`config.mk`:
```
export PLATFORM = sky130hd
export DESIGN_NAME = serial_subtractor
export DESIGN_NICKNAME = d
export VERILOG_FILES = /design/src/rtl/serial_subtractor.sv
export SDC_FILE = /design/constraint.sdc
export NUM_CORES = 1
export LEC_CHECK = 0
export CAP_MARGIN = 40
export CELL_PAD_IN_SITES_DETAIL_PLACEMENT = 1
export CELL_PAD_IN_SITES_GLOBAL_PLACEMENT = 2
export CORE_MARGIN = 10
export CORE_UTILIZATION = 31
export CTS_BUF_LIST = sky130_fd_sc_hd__clkbuf_8
export DETAILED_ROUTE_END_ITERATION = 8
export PLACE_DENSITY = 0.88
export SYNTH_ARGS = -nofsm -noshare
export SYNTH_HDL_FRONTEND = slang
export SYNTH_SLANG_ARGS = --single-unit
export TNS_END_PERCENT = 1
```
`constraint.sdc`:
```
create_clock -name i_clk -period 4.7 [get_ports i_clk]
set_clock_uncertainty 0.15 [all_clocks]
set_input_delay 1.175 -clock i_clk [delete_from_list [all_inputs] [get_ports i_clk]]
set_output_delay 1.175 -clock i_clk [all_outputs]
set_load 0.03 [all_outputs]
```
`src/rtl/serial_subtractor.sv`:
```
// Multi-cycle N-bit subtractor: computes a - b one SLICE per clock with a registered borrow,
// and produces ALU flags (borrow, signed overflow, zero, negative) alongside a done pulse.
module serial_subtractor #(
  parameter int unsigned N     = 16,
  parameter int unsigned SLICE = 4
) (
  input  logic         i_clk,
  input  logic         i_rst,
  input  logic         i_start,
  input  logic [N-1:0] i_a,
  input  logic [N-1:0] i_b,
  output logic         o_busy,
  output logic         o_done,
  output logic [N-1:0] o_diff,
  output logic         o_borrow_out,
  output logic         o_overflow,
  output logic         o_zero,
  output logic         o_negative
);

  localparam int unsigned NumSlices = N / SLICE;
  localparam int unsigned IdxW      = (NumSlices > 1) ? $clog2(NumSlices) : 1;
  localparam logic [IdxW-1:0] LastIdx = IdxW'(NumSlices - 1);

  typedef enum logic [1:0] {
    StIdle,
    StRun,
    StDone
  } state_e;

  state_e          r_state, w_state_d;
  logic [IdxW-1:0] r_idx, w_idx_d;
  logic            r_br, w_br_d;
  logic [N-1:0]    r_a, w_a_d;
  logic [N-1:0]    r_b, w_b_d;
  logic [N-1:0]    r_diff, w_diff_d;
  logic            r_busy, w_busy_d;
  logic            r_done, w_done_d;
  logic            r_borrow, w_borrow_d;
  logic            r_ovf, w_ovf_d;
  logic            r_zero, w_zero_d;
  logic            r_neg, w_neg_d;

  logic [SLICE-1:0] w_a_slice;
  logic [SLICE-1:0] w_b_slice;
  logic [SLICE:0]   w_t;
  logic [N-1:0]     w_diff_upd;
  logic             w_last;

  // Slice datapath: one SLICE-wide subtract with borrow-in, merged into the diff register.
  always_comb begin
    w_a_slice  = r_a[r_idx*SLICE +: SLICE];
    w_b_slice  = r_b[r_idx*SLICE +: SLICE];
    w_t        = {1'b0, w_a_slice} - {1'b0, w_b_slice} - {{SLICE{1'b0}}, r_br};
    w_diff_upd = r_diff;
    w_diff_upd[r_idx*SLICE +: SLICE] = w_t[SLICE-1:0];
    w_last     = (r_idx == LastIdx);
  end

  always_comb begin
    w_state_d  = r_state;
    w_idx_d    = r_idx;
    w_br_d     = r_br;
    w_a_d      = r_a;
    w_b_d      = r_b;
    w_diff_d   = r_diff;
    w_busy_d   = r_busy;
    w_done_d   = 1'b0;
    w_borrow_d = r_borrow;
    w_ovf_d    = r_ovf;
    w_zero_d   = r_zero;
    w_neg_d    = r_neg;

    case (r_state)
      StIdle, StDone: begin
        if (i_start) begin
          w_state_d  = StRun;
          w_a_d      = i_a;
          w_b_d      = i_b;
          w_br_d     = 1'b0;
          w_idx_d    = '0;
          w_diff_d   = '0;
          w_busy_d   = 1'b1;
          w_borrow_d = 1'b0;
          w_ovf_d    = 1'b0;
          w_zero_d   = 1'b0;
          w_neg_d    = 1'b0;
        end else begin
          w_state_d = StIdle;
          w_busy_d  = 1'b0;
        end
      end

      StRun: begin
        w_diff_d = w_diff_upd;
        w_br_d   = w_t[SLICE];
        w_idx_d  = w_last ? '0 : r_idx + 1'b1;
        if (w_last) begin
          w_state_d  = StDone;
          w_busy_d   = 1'b0;
          w_done_d   = 1'b1;
          w_borrow_d = w_t[SLICE];
          // Signed overflow only possible when operand signs differ.
          w_ovf_d    = (r_a[N-1] != r_b[N-1]) && (w_diff_upd[N-1] != r_a[N-1]);
          w_zero_d   = (w_diff_upd == '0);
          w_neg_d    = w_diff_upd[N-1];
        end
      end

      default: begin
        w_state_d = StIdle;
        w_busy_d  = 1'b0;
      end
    endcase
  end

  always_ff @(posedge i_clk) begin
    if (i_rst) begin
      r_state  <= StIdle;
      r_idx    <= '0;
      r_br     <= 1'b0;
      r_a      <= '0;
      r_b      <= '0;
      r_diff   <= '0;
      r_busy   <= 1'b0;
      r_done   <= 1'b0;
      r_borrow <= 1'b0;
      r_ovf    <= 1'b0;
      r_zero   <= 1'b0;
      r_neg    <= 1'b0;
    end else begin
      r_state  <= w_state_d;
      r_idx    <= w_idx_d;
      r_br     <= w_br_d;
      r_a      <= w_a_d;
      r_b      <= w_b_d;
      r_diff   <= w_diff_d;
      r_busy   <= w_busy_d;
      r_done   <= w_done_d;
      r_borrow <= w_borrow_d;
      r_ovf    <= w_ovf_d;
      r_zero   <= w_zero_d;
      r_neg    <= w_neg_d;
    end
  end

  assign o_busy       = r_busy;
  assign o_done       = r_done;
  assign o_diff       = r_diff;
  assign o_borrow_out = r_borrow;
  assign o_overflow   = r_ovf;
  assign o_zero       = r_zero;
  assign o_negative   = r_neg;

endmodule

```
==> results of run 1 <==
[per-stage QoR]
| stage | power, µW | std cells | cell area [µm²] | util, % | hold WS (ps) |
|---|---|---|---|---|---|
| CTS | 1310 | 496 | 3690 | 41.9 | 307 |
| global route | 1360 | 496 | 3690 | 41.9 | 334 |
| global placement | 773 | 479 | 3450 | 39.1 | 291 |
| detailed placement | 783 | 480 | 3470 | 39.4 | 298 |
| floorplan | 699 | 331 | 2830 | - | 282 |
| finish | 1290 | 496 | 3690 | 41.9 | 306 |
[per-layer routing]
metal | routed length, µm | part of all wire, % | vias up | track usage, %
li1 | - | - | 1242 | -
met1 | 3570 | 45 | 1217 | 14.5
met2 | 3760 | 48 | 49 | 19.8
met3 | 431 | 5.5 | 11 | 4.03
met4 | 91 | 1.2 | 0 | 4.31
met5 | 0 | 0 | - | 0
[worst paths after layout]
path,endpoint
worst min register to register,r_b[0]
worst max-delay path,o_zero
worst max register to register,o_zero
worst min-delay path,r_b[0]
[final cells by class]
| type | count | area, µm² | share of cell area, % |
|---|---|---|---|
| repair buffers | 61 | 606 | 16.4 |
| multi-input cells | 241 | 1500 | 40.7 |
| clock inverters | 6 | 88.8 | 2.41 |
| flip-flops and latches | 59 | 1180 | 32.0 |
| clock buffers | 10 | 138 | 3.73 |
| inverters | 11 | 41.3 | 1.12 |
| well taps | 108 | 135 | 3.66 |
[logic make-up (layout without fill, tap and decap cells)]
family,Yosys count,count (layout),synth area share (%)
fa+ha+maj,12,12,5.84
mux,10,10,7.78
xor+xnor,4,4,1.24
buf+inv,31,88,5.22
flops,59,59,41.8
simple gates,139,139,22.2
compound gates,76,76,16.0
[power by group]
group / total (µW) / switching, µW / internal, µW
Clock: 523 / 210 / 313
Sequential: 537 / 14.4 / 523
Combinational: 234 / 130 / 104
Total: 1290 / 355 / 939
[cell usage in the layout, fill, tap and decap left out, drive strengths merged, types with 2 or more instances in the layout]
cell type	n
a32oi	2
or2b	2
inv	11
and2	2
a21oi	50
xnor2	3
nand3	5
nor3	2
buf	6
mux4	7
clkinv	2
nor3b	2
o22ai	2
nand2b	5
clkbuf	10
nor2	29
clkinvlp	2
nor2b	8
clkdlybuf4s50	55
a22oi	10
nand4	3
nand2	73
o21ai	2
mux2	2
fa	2
bufinv	2
dfxtp	59
ha	10
nor4	2
[worst reg2reg max path: stages (launching register included)]
cell and delay [ps]:
dfxtp_1 660, mux4_1 410, fa_1 440, ha_1 310, and2_1 180, a221oi_2 330, xnor2_1 160, nor2b_1 150
or4_1 540, o32ai_1 220
[state kept, by name, summed over array words and instances (netlist names)]
register	count
o_diff	16
o_negative	1
r_state	2
r_a	16
o_busy	1
o_zero	1
o_done	1
r_b	16
o_overflow	1
r_idx	2
o_borrow_out	1
r_br	1
==> results.cfg, run 1 <==
[die]
core_um2 = 8810
die_x_um = 116
die_area_um2 = 13300
die-height_um = 116
io_pins = 57
start_util_pct = 32.1
row_count = 34

[place]
pre_cts_ws_ps = 1050
dpl.hpwl_um = 5920
gp_congestion = 0.790
numPortBuffers = 56

[hold_path]
min_from = r_b[0]
min_path_cells = 2
hold_class = register to register

[routing]
routed_wl_um = 7850
first_iter_violations = 58
vias = 2519
drc = 0
antenna_left = 0
first_pass_iters = 4
avgViaCountPerCell = 5.08
routedWlPerCell_um = 15.8

[grt]
antenna_found_initial = 0
grt_pass1_wl_um = 13100
grt_overflow = 0
grt_pass1_vias = 2669
grt_max_degree = 41
globalRouteTotalUtil_pct = 12.1

[sta]
fin_crit_ps = 3640
fin_ws_ps = 1060
fmax_ghz = 0.274
finalMaxSlewViolations = 0
worst_pin_slew_ps = 657
grt_setup_unrepaired = false
setup_viol = 0
period_share_pct = 77.5
finalHoldViolations = 0
slew_headroom_pct = 56.1
fin_setup_tns_ps = 0

[clock_network]
tritoncts = built
hold_buffers = 0
cts-root-buf = clkbuf_8
post_cts_resized = 0
numCtsBuffers = 9
htree_levels = 3
clk_pin_slew_ps = 70
postCtsSetupBuffers = 0
cts.path.max_buffers = 2
clk_latency_ps = 340
cts.sink_count = 59

[critical_path]
r2r_start = r_idx[1]
startpoint_type = register
cpPeakStageDelay_ps = 660
crit_slowest_cell = dfxtp_1
startpoint = r_idx[1]
path_class = register to register
ff2ff_setup_slack_ps = 1060
worstPathMaxFanout = 14
cp_top_family = simple AND/OR/NAND/NOR gates
cp.depth = 9
critPathArrivalTime_ps = 3750
required_ps = 4800
reg2regPathDepth = 9
path_cells = mux4_1 > fa_1 > ha_1 > and2_1 > a221oi_2 > xnor2_1 > nor2b_1 > or4_1 > o32ai_1
crit_path_end_kind = register
crit_buf_inv = 0

[synthesis]
netlist_top_cells_count = 73 x nand2_1, 59 x dfxtp_1, 50 x a21oi_1
synthFlopType = dfxtp_1
syn_nets = 378
synth_top_area_share_pct = 41.8
syn_inst = 331
syn_area_um2 = 2830
ys_ff_latch = 59
ys_top_cells_by_area = dfxtp_1 42%, nand2_1 9.7%, a21oi_1 8.8%
ys_types = 47
yosys.area.top_type = dfxtp_1
yosysMostFrequentCell = nand2_1
avgSynthCellArea_um2 = 8.55
yosysWarnings = 0
synth_edf_count = 0
synth.yosys.seq_area_share_pct = 41.8
async_reset_ff_share_pct = 0

[finish]
drive_above_1_share_pct = 7.22
num-fill-cells = 1060
syn_to_final_growth_pct = 30.5
n_antenna_cell = 0
fin_nets = 430

[power_and_ir_drop]
p_per_area_nw_per_um2 = 350
p_leak_uw = 0.00138
max-vdd-ir-drop_v = 0.000110

[outcome]
run_status = finished, final reports clean

[run]
cap_violations = 0
No activity file was read; power rests on OpenSTA's default activity.
==> run 2, diff against run 1 <==
--- a/config.mk
+++ b/config.mk
@@ -9,10 +9,10 @@
 export CELL_PAD_IN_SITES_DETAIL_PLACEMENT = 1
 export CELL_PAD_IN_SITES_GLOBAL_PLACEMENT = 2
 export CORE_MARGIN = 10
-export CORE_UTILIZATION = 31
+export CORE_UTILIZATION = 28
 export CTS_BUF_LIST = sky130_fd_sc_hd__clkbuf_8
 export DETAILED_ROUTE_END_ITERATION = 8
-export PLACE_DENSITY = 0.88
+export PLACE_DENSITY = 0.84
 export SYNTH_ARGS = -nofsm -noshare
 export SYNTH_HDL_FRONTEND = slang
 export SYNTH_SLANG_ARGS = --single-unit
==> constraint.sdc (replaced) <==
create_clock -name i_clk -period 3 [get_ports i_clk]
set_clock_uncertainty 0.15 [all_clocks]
set_input_delay 0.75 -clock i_clk [delete_from_list [all_inputs] [get_ports i_clk]]
set_output_delay 0.75 -clock i_clk [all_outputs]
set_load 0.03 [all_outputs]
==> run 2 against run 1 <==
  * The run now ends with negative setup slack left
  * Sequential power grew 57%
  * Final cell count grew 8.3%
  * Worst setup slack lost 1300 ps
  * Non-clock buffer count grew 18
  * Largest cell class unchanged
  * Sequential share of layout area shrank 1.6 points
  * Combinational power grew 100%
  * Power grew 64%
  * Register-to-register slack lost 1300 ps
  * Utilization shrank 2.2 points
  * Flip-flop and latch count is the same
  * Design area grew 5.6%
==> results.cfg, run 2 (synthesized netlist as in run 1, its figures left out) <==
[critical_path]
path_class = register to register
path_cells = mux4_2 > fa_2 > ha_4 > and2b_1 > a221oi_2 > xnor2_1 > nor2b_1 > or4_4 > o32ai_2
cpPeakStageDelay_ps = 530
worstPathMaxFanout = 5
critPathArrivalTime_ps = 3350
startpoint_type = register
crit_slowest_cell = or4_4
required_ps = 3100
ff2ff_setup_slack_ps = -250
crit_path_end_kind = register

[sta]
setup_viol = 2
fin_crit_ps = 3250
period_share_pct = 108
finalHoldViolations = 0
fin_ws_ps = -246
slew_headroom_pct = 55.2
holdWs_ps = 304
fmax_ghz = 0.308
grt_setup_unrepaired = true
worst_pin_slew_ps = 667
finalMaxSlewViolations = 0

[finish]
final_cell_mix = 73 x nand2_1, 58 x dfxtp_1, 55 x clkdlybuf4s50_1
final_util_pct = 39.7
syn_to_final_growth_pct = 37.8
drive_above_1_share_pct = 13.1
final_common_cell = nand2_1
n_antenna_cell = 0
fin_nets = 448

[routing]
routedWlPerCell_um = 15.6
antenna_left = 0
drc = 0
avgViaCountPerCell = 4.79
first_iter_violations = 163
first_pass_iters = 4
routed_wl_um = 8390
vias = 2572

[clock_network]
numCtsBuffers = 9
clk_pin_slew_ps = 60
clk_latency_ps = 330
hold_buffers = 0
tritoncts = built
cts.path.max_buffers = 2
cts.sink_count = 59
cts-root-buf = clkbuf_8
htree_levels = 3

[grt]
grt_overflow = 0
globalRouteTotalUtil_pct = 11.4
grt_pass1_vias = 2698
grt_max_degree = 59
grt_pass1_wl_um = 13600
antenna_found_initial = 0

[power_and_ir_drop]
max-vdd-ir-drop_v = 0.000211
p_per_area_nw_per_um2 = 543
p_leak_uw = 0.00148
power_uw = 2120

[die]
die-height_um = 121
die_x_um = 121
io_pins = 57
start_util_pct = 28.8
core_um2 = 9820
row_count = 36
die_area_um2 = 14500

[outcome]
run_status = finished, violations left
violations = negative setup slack

[place]
dpl.hpwl_um = 6340
pre_cts_ws_ps = -336
gp_congestion = 0.841
numPortBuffers = 56

[run]
cap_violations = 0

[hold_path]
hold_class = register to register
## run 2: changes by cell type in the layout (fill, tap and decap cells not counted), moves of 2 or more
cell	delta
buf_6	+3
buf_4	+15
fa_2	+2
clkinvlp_4	-2
fa_1	-2
## run 2: area by class of cell
| cell class | count | area [µm²] |
|---|---|---|
| clock buffers | 11 | 151 |
| clock inverters | 3 | 63.8 |
| fillers | 1210 | 5920 |
| inverters | 11 | 41.3 |
| multi-input cells | 241 | 1540 |
| flip-flops and latches | 59 | 1180 |
| well taps | 133 | 166 |
| repair buffers | 79 | 752 |
## run 2: path summary, 6_finish.rpt
check / to / cells past startpoint / from
worst min register to register: r_b[3] / 2 / r_b[3]
worst max-delay path: o_zero / 9 / r_idx[0]
worst max register to register: o_zero / 9 / r_idx[0]
worst min-delay path: r_b[3] / 2 / r_b[3]
## run 2: worst max-delay path: cells and delay by family (launching register included)
family          cells  cell delay (ps)
simple gates        3              850
fa+ha+maj           2              640
compound gates      2              530
mux                 1              510
flops               1              380
xor+xnor            1              120
## run 2: per-layer routing
| layer | global-route usage, % | vias up | routed length (µm) |
|---|---|---|---|
| met5 | 0 | - | 0 |
| met4 | 3.24 | 0 | 94 |
| met3 | 3.54 | 9 | 385 |
| met2 | 19.6 | 58 | 4250 |
| met1 | 13.3 | 1229 | 3660 |
| li1 | - | 1276 | - |
## run 2: metrics by stage
step	setup TNS (ps)	cells	instance area (µm²)
floorplan	-490	331	2870
global placement	-226	520	3620
detailed placement	-336	520	3620
CTS	-300	537	3890
global route	-875	537	3900
finish	-303	537	3900
## run 2: repair_timing
action,in CTS,in global routing
pin swaps,6,1
gates cloned,0,0
setup buffers,3,0
gates resized for setup,7,2
endpoints found under the setup margin,1,6
## run 2: power breakdown
part | leakage [µW] | switching [µW] | total, µW | internal [µW]
logic | 0.000888 | 239 | 476 | 238
clock network | 0.000113 | 297 | 798 | 501
registers | 0.000482 | 22.0 | 841 | 819
total | 0.00148 | 557 | 2120 | 1560
